**src/rtl/button_pkg.sv**
```systemverilog
// Shared types and default sizing for the push-button conditioner.
// Imported by the per-channel block and the top wrapper.
package button_pkg;

  typedef enum logic [1:0] {
    RELEASED,
    PRESS_WAIT,
    PRESSED,
    RELEASE_WAIT
  } btn_state_e;

  localparam int unsigned DEF_NUM_BUTTONS       = 2;
  localparam int unsigned DEF_DEBOUNCE_CYCLES   = 250000;
  localparam int unsigned DEF_LONG_PRESS_CYCLES = 25000000;

endpackage

```
**src/rtl/button_channel.sv**
```systemverilog
// One button: 2-flop synchronizer, debounce FSM, hold timer.
// All outputs are registered.
module button_channel
  import button_pkg::*;
#(
  parameter int unsigned DEBOUNCE_CYCLES   = DEF_DEBOUNCE_CYCLES,
  parameter int unsigned LONG_PRESS_CYCLES = DEF_LONG_PRESS_CYCLES
) (
  input  logic clk_i,
  input  logic rst_ni,
  input  logic pin_n_i,
  output logic level_o,
  output logic press_o,
  output logic release_o,
  output logic long_o
);

  localparam int unsigned DW = $clog2(DEBOUNCE_CYCLES + 1);
  localparam int unsigned HW = $clog2(LONG_PRESS_CYCLES + 1);
  localparam logic [DW-1:0] DB_MAX   = DW'(DEBOUNCE_CYCLES);
  localparam logic [HW-1:0] HOLD_MAX = HW'(LONG_PRESS_CYCLES);
  localparam bit BYPASS = (DEBOUNCE_CYCLES == 1);

  logic [1:0]    sync_q;
  logic          s;
  btn_state_e    state_q, state_d;
  logic [DW-1:0] cnt_q, cnt_d;
  logic [HW-1:0] hold_q, hold_d;
  logic          was_down, is_down;
  logic          press_d, release_d, long_d;
  logic          level_q, press_q, release_q, long_q;

  // Flops idle high so reset looks like a released pin.
  always_ff @(posedge clk_i or negedge rst_ni) begin
    if (!rst_ni) begin
      sync_q <= 2'b11;
    end else begin
      sync_q <= {sync_q[0], pin_n_i};
    end
  end

  assign s = ~sync_q[1];

  always_ff @(posedge clk_i or negedge rst_ni) begin
    if (!rst_ni) begin
      state_q <= RELEASED;
      cnt_q   <= '0;
    end else begin
      state_q <= state_d;
      cnt_q   <= cnt_d;
    end
  end

  always_comb begin
    state_d = state_q;
    cnt_d   = cnt_q;
    unique case (state_q)
      RELEASED: begin
        if (s) begin
          if (BYPASS) begin
            state_d = PRESSED;
          end else begin
            state_d = PRESS_WAIT;
            cnt_d   = DW'(1);
          end
        end
      end
      PRESS_WAIT: begin
        if (!s) begin
          state_d = RELEASED;
          cnt_d   = '0;
        end else if (cnt_q == DB_MAX) begin
          state_d = PRESSED;
          cnt_d   = '0;
        end else begin
          cnt_d = cnt_q + DW'(1);
        end
      end
      PRESSED: begin
        if (!s) begin
          if (BYPASS) begin
            state_d = RELEASED;
          end else begin
            state_d = RELEASE_WAIT;
            cnt_d   = DW'(1);
          end
        end
      end
      RELEASE_WAIT: begin
        if (s) begin
          state_d = PRESSED;
          cnt_d   = '0;
        end else if (cnt_q == DB_MAX) begin
          state_d = RELEASED;
          cnt_d   = '0;
        end else begin
          cnt_d = cnt_q + DW'(1);
        end
      end
      default: begin
        state_d = RELEASED;
        cnt_d   = '0;
      end
    endcase
  end

  assign was_down = (state_q == PRESSED) || (state_q == RELEASE_WAIT);
  assign is_down  = (state_d == PRESSED) || (state_d == RELEASE_WAIT);

  assign press_d   = !was_down && is_down;
  assign release_d = was_down && !is_down;

  // Hold time freezes in RELEASE_WAIT so a bounce does not lose it.
  always_comb begin
    hold_d = hold_q;
    if (press_d || !is_down) begin
      hold_d = '0;
    end else if ((state_q == PRESSED) && (hold_q != HOLD_MAX)) begin
      hold_d = hold_q + HW'(1);
    end
  end

  assign long_d = (hold_q != HOLD_MAX) && (hold_d == HOLD_MAX);

  always_ff @(posedge clk_i or negedge rst_ni) begin
    if (!rst_ni) begin
      hold_q    <= '0;
      level_q   <= 1'b0;
      press_q   <= 1'b0;
      release_q <= 1'b0;
      long_q    <= 1'b0;
    end else begin
      hold_q    <= hold_d;
      level_q   <= is_down;
      press_q   <= press_d;
      release_q <= release_d;
      long_q    <= long_d;
    end
  end

  assign level_o   = level_q;
  assign press_o   = press_q;
  assign release_o = release_q;
  assign long_o    = long_q;

endmodule

```
**src/rtl/button_conditioner.sv**
```systemverilog
// Array of independent debounced push-button channels.
// Raw pins are active-low; all outputs are active-high.
module button_conditioner
  import button_pkg::*;
#(
  parameter int unsigned NUM_BUTTONS       = DEF_NUM_BUTTONS,
  parameter int unsigned DEBOUNCE_CYCLES   = DEF_DEBOUNCE_CYCLES,
  parameter int unsigned LONG_PRESS_CYCLES = DEF_LONG_PRESS_CYCLES
) (
  input  logic                   clock,
  input  logic                   reset_n,
  input  logic [NUM_BUTTONS-1:0] push_button_n,
  output logic [NUM_BUTTONS-1:0] push_button,
  output logic [NUM_BUTTONS-1:0] press_pulse,
  output logic [NUM_BUTTONS-1:0] release_pulse,
  output logic [NUM_BUTTONS-1:0] long_press
);

  for (genvar i = 0; i < NUM_BUTTONS; i++) begin : g_ch
    button_channel #(
      .DEBOUNCE_CYCLES  (DEBOUNCE_CYCLES),
      .LONG_PRESS_CYCLES(LONG_PRESS_CYCLES)
    ) u_ch (
      .clk_i    (clock),
      .rst_ni   (reset_n),
      .pin_n_i  (push_button_n[i]),
      .level_o  (push_button[i]),
      .press_o  (press_pulse[i]),
      .release_o(release_pulse[i]),
      .long_o   (long_press[i])
    );
  end

endmodule

```
**config.mk**
```make
export PLATFORM = sky130hd
export DESIGN_NAME = button_conditioner
export DESIGN_NICKNAME = d
export VERILOG_FILES = /design/src/rtl/button_pkg.sv /design/src/rtl/button_channel.sv /design/src/rtl/button_conditioner.sv
export SDC_FILE = /design/constraint.sdc
export NUM_CORES = 1
export LEC_CHECK = 0
export ABC_AREA = 1
export CAP_MARGIN = 20
export CORE_UTILIZATION = 40
export DETAILED_ROUTE_END_ITERATION = 16
export GPL_TIMING_DRIVEN = 1
export HOLD_SLACK_MARGIN = 0.06
export SYNTH_ARGS = -nofsm -noshare
export SYNTH_HDL_FRONTEND = slang
export SYNTH_SLANG_ARGS = --single-unit
```
**constraint.sdc**
```tcl
create_clock -name clock -period 2 [get_ports clock]
set_input_delay 0.3 -clock clock [delete_from_list [all_inputs] [get_ports clock]]
set_output_delay 0.3 -clock clock [all_outputs]
set_load 0.01 [all_outputs]
```
== Word level (Yosys, flattened, before mapping) ==
Cells that the tools add are included.
Operators by class
  $add $sub $neg: 4
  shift-type cells: 0
  divide/modulo/power cells: 0
  order comparisons: 0
  multipliers: 0
  reduce and logical (&&, ||, !) cells: 22
  mux-type cells: 30
  bitwise operators: 0
  equal/unequal tests: 20
Operator list (count)
  $mux W18: 10
  $pmux W18 S4: 2
  $mux W25: 4
  $add A25 B1 Y25 const B: 2
  $eq A25 B25 Y1 const B: 2
  $ne A25 B25 Y1 const B: 2
  $add A18 B1 Y18 const B: 2
  $eq A18 B18 Y1 const B: 2
  $mux W2: 12
  $eq A2 B2 Y1 const B: 8
  $pmux W2 S4: 2
  $logic_and A1 B1 Y1: 8
  $logic_or A1 B1 Y1: 6
  $eq A2 B1 Y1 const B: 2
  $logic_not A1 Y1: 4
  $logic_not A2 Y1: 2
  $ne A2 B1 Y1 const B: 2
  $ne A2 B2 Y1 const B: 2
  $reduce_and A2 Y1: 2
Storage, ports and cells
  output and inout bits: 8
  latch bits: 0
  bits of input ports: 4
  logic and storage cells: 92
  memory bits (writable): 0
  flip-flop bits (word level): 102
  memories: 0
  bits in read-only memories: 0

== Logic depth before layout (Yosys ltp) ==
  depth after elaboration: 11
  gate-level depth with buffers: 17
  gate-level depth less buffers: 16

== By module ==
A second synthesis with hierarchy kept.
Unflattened totals
  cell total of the unflattened synthesis: 934
  area, all modules: 6491.2 um^2
By module, submodules not included
  button_channel: area each 3245.6 um^2, instances 2, cells an instance 467

== Worst setup path before layout ==
OpenSTA, ideal clock, no wires.
  path type: reg-to-reg
  start: register g_ch[1].u_ch.hold_q[0]
  end: register g_ch[1].u_ch.long_q
  clock period less this slack: 1.887 ns
  arrival: 1.816 ns
  required time: 1.929 ns
  setup time: 0.071 ns
  path slack: 0.113 ns
  path buffers: 2
  stages on the path, launching flop included: 17
  cell sequence: dfrtp_1 > buf_2 > inv_1 > ha_1 > nand3_1 > nor2_4 > nand3_4 > nand2_4 > inv_2 > buf_6 > nand2_1 > nand2_1 > o21ai_0 > nand2_1 > nor2_1 > nand2_1 > nor2_1
On the way
  word-level cells in the longest chain between the ends: 6
  elaborated cells between the ends (all ways): 7
Ends and longest elaborated chain
  from (decl): RTL line button_channel.sv:28  | logic [HW-1:0] hold_q, hold_d;
  from (signal assigned): RTL line button_channel.sv:133  | hold_q <= hold_d;
  branches (longest 5 deep; another with $add A25 B1 Y25)
  $logic_and A1 B1 Y1 (*): RTL line button_channel.sv:123  | assign long_d = (hold_q != HOLD_MAX) && (hold_d == HOLD_MAX);
  via g_ch[1].u_ch.long_d: RTL line button_channel.sv:30  | logic press_d, release_d, long_d;
  to (signal assigned): RTL line button_channel.sv:137  | long_q <= long_d;
  to (decl): RTL line button_channel.sv:31  | logic level_q, press_q, release_q, long_q;
Mark *: on every way through the listed nets, which the timed path passes.
A chain may end at the register's enable or synchronous reset.

== Worst setup path after layout ==
  start: register g_ch[0].u_ch.hold_q[1]
  end: register g_ch[0].u_ch.long_q
On the way
  word-level cells in the longest chain between the ends: 6
  elaborated cells between the ends (all ways): 7
Ends and longest elaborated chain (RTL line)
  from (decl): button_channel.sv:28
  from (signal assigned): button_channel.sv:133
  branches (longest 5 deep; another with $add A25 B1 Y25)
  $logic_and A1 B1 Y1 (*): button_channel.sv:123
  via g_ch[0].u_ch.long_d: button_channel.sv:30
  to (signal assigned): button_channel.sv:137
  to (decl): button_channel.sv:31
Marked as above.

==> metrics.txt <==
outcome=complete, but fails checks; violated checks=negative setup slack; WHS Endpoint=g_ch[1].u_ch.sync_q[0]; endpoints failing setup=1; CTS root buf=clkbuf_16; area post-placement=7380 sq um; FF-to-FF End=g_ch[0].u_ch.long_o; TritonCTS clock tree=done; worst setup margin=-36.9 ps; WP data arrival=2340 ps; Vias=6521; Final ANT Viol Nets=0; worst r2r path cells=17; RSZ-0062 raised after global routing=yes; pwr dens=478 nW/um^2; Post-DP HPWL=12.4 mm; final hold vios=0; Gate Count Post-Synth=968; GP Congestion=0.945; Setup CP Type=register to register; CTS Buffer Depth=2; initial core utilization=41.0%; Reg clk slew, reported paths=80 ps; Syn Nets=980; Hold WS=337 ps; Nets=1084; Metal-1 WL=8.52 mm; Overflow after GRT=0; WL final=18.5 mm; Synth cell types=36; clk_lat worst skew=370 ps; Slew Limit Fails=0; Core Box Area=15900 sq um; initial antenna violation count=0; Area Growth Syn to Fin=30.9%; Synth Cell Area=6540 sq um; Post-Syn Area per Cell=6.76 sq um; Initial DRT Pass Iterations=5; hold_sp=push_button_n[1]; register bit total from synthesis=102; CTS Sinks=102; Placed Cells=1245; Final TNS setup=-36.9 ps; max cap viols=0; Reg2Reg Launch Point=g_ch[0].u_ch.hold_q[1]; Setup crit end kind=register; crit path from=g_ch[0].u_ch.hold_q[1]; final instance area=8560 sq um; total track usage=21.6%; layout cell share with drive strength beyond 1=25.1%; die area=16900 sq um; ANT cells=0; IO Pins=12; HP Class=primary input to register; vias per inst=5.04; crit-path max FO=9; DRC viols=0; skew final=12.9 ps; Final Non-Filler Cells=1293; fmax=491 MHz; # rows=46; relative slew slack=63.4%; total CTS buffers=9; reg-to-reg setup timing slack=-40 ps; Worst-Margin Slew=549 ps; met3 routed WL=929 um; top sig layer=met4; die width=130 um; period utilization=102%; final worst path period need=2040 ps; metal2 WL=8.56 mm; synth warn=0; startpoint types=register; CP required=2300 ps; port buffer count=11; DRT iter0 DRCs=614; Hold Crit Depth=1; htree depth=3; first-pass GRT wire length=28.5 mm; Leak=3.76 nW; largest net degree at the start of global routing=103; Die Ht=130 um; Layout Utilization=53.7%; peak supply drop=0.000391 V; sequential area share after synthesis=39.1%; vias in the first global route=5981; wire length per cell=14.3 um
==> synthesized netlist by cell type (all sizes together) <==
cell    count  share of area [%]
o21ai      46                3.5
a21oi      31                2.4
o21bai      1               0.11
dfrtp      98                 37
nand3b      5               0.57
nor2      151                9.1
nor4        3               0.29
ha          8                1.5
clkinv      3               0.17
o22ai      16                1.5
xor2       18                2.4
inv       119                6.8
nand2     302                 18
o211ai      1               0.11
buf        24                2.4
nand3      68                5.4
nand4      25                2.4
a31oi       6               0.67
nor3       11               0.84
clkbuf      4               0.23
or2         7               0.67
dfstp       4                1.6
xnor2      13                1.7
o31ai       4               0.46
==> worst max-delay path, cell delays in order, from the launching register on <==
cell and delay, ps:
dfrtp_1 380, inv_2 60, ha_4 150, nand3_1 90, nor2_1 60, nand3_2 110
nand2_4 90, buf_8 150, buf_4 140, nand2_1 80, nand2_1 100, nand2_4 90
nand2_2 40, nor2_1 80, nand2_1 60, nor2_1 120, nand2_1 80, nor2_1 100
==> cells by family after synthesis <==
kind of cell | after synthesis | share of synthesized area [%]
adder cells (fa/ha/maj) | 8 | 1.53
flip-flops | 102 | 39.1
AO/OA/AOI/OAI | 105 | 8.78
AND/OR/NAND/NOR | 572 | 36.8
buffers and inverters | 150 | 9.62
XOR/XNOR | 31 | 4.15
==> per-layer routing <==
layer,up-vias,global-route usage (%)
li1,3278,-
met3,33,3.53
met4,0,7.39
met5,-,0
met2,185,35.2
met1,3025,29.2
==> registers in the layout (all words and copies together), names as in the netlist <==
signal / flops
g_ch.u_ch.hold_q: 50
g_ch.u_ch.press_o: 2
g_ch.u_ch.long_o: 2
g_ch.u_ch.release_o: 2
g_ch.u_ch.cnt_q: 36
g_ch.u_ch.level_o: 2
g_ch.u_ch.state_q: 4
g_ch.u_ch.sync_q: 4
==> area by class of cell <==
cell class / count / area (sq um)
multi-input cells: 716 / 3830
well taps: 216 / 270
repair inverters: 2 / 17.5
repair buffers: 119 / 1090
flip-flops and latches: 102 / 2560
clock inverters: 7 / 67.6
clock buffers: 9 / 225
inverters: 122 / 489
fillers: 1519 / 7380
==> cells in the final DEF, fill, tap and decap left out, types with 5 or more instances in the layout <==
master	synthesis	routed
nand2_1	298	277
nor2_1	142	104
inv_1	117	102
dfrtp_1	98	92
buf_4	8	91
nand3_1	67	51
nor2_2	8	35
o21ai_0	42	31
a21oi_1	31	26
nand4_1	25	25
nand2_2	3	21
xor2_1	18	18
o22ai_1	16	16
inv_2	2	15
xnor2_1	13	13
clkbuf_16	0	13
nand3_2	0	12
nor2_4	1	12
o21ai_1	4	11
clkdlybuf4s50_1	0	10
nor3_1	11	8
ha_4	0	6
dfrtp_2	0	6
buf_12	0	6
or2_2	5	5
nand3_4	1	5
nand3b_1	5	5
a31oi_1	5	5
==> where the power goes <==
part           leakage [nW]  switching [mW]  internal (mW)
clock network         0.145           0.890          0.874
registers              1.39          0.0235           2.08
logic                  2.23           0.135         0.0848
total                  3.76            1.05           3.04
==> what timing repair did <==
action                                  in CTS  in global routing
hold buffers                                 1                  0
cloned                                       0                  7
buffers inserted                             0                 24
gates resized for setup                      5                171
endpoints found under the setup margin       2                 13
hold endpoints to repair                    90                  0
pin swaps                                    0                 56
==> stage by stage <==
| stage | total power, mW | worst slack (ps) |
|---|---|---|
| 2_1_floorplan | 2.22 | 113 |
| 3_3_place_gp | 2.30 | -27.6 |
| 3_5_place_dp | 2.30 | -49.9 |
| 4_1_cts | 4.07 | -6.56 |
| 5_1_grt | 4.23 | -144 |
| 6_report | 4.09 | -36.9 |
==> worst max-delay path by stage <==
stage / slack [ps] / end / cells past startpoint
after floorplan: 110 / g_ch[1].u_ch.long_o / 16
after global routing: -140 / g_ch[0].u_ch.long_o / 16
after detailed placement: -50 / g_ch[1].u_ch.long_o / 14
final: -40 / g_ch[0].u_ch.long_o / 17
after global placement: -30 / g_ch[1].u_ch.long_o / 14
after CTS: -7 / g_ch[1].u_ch.long_o / 14
Note: power is estimated with default switching activity, not from simulation.
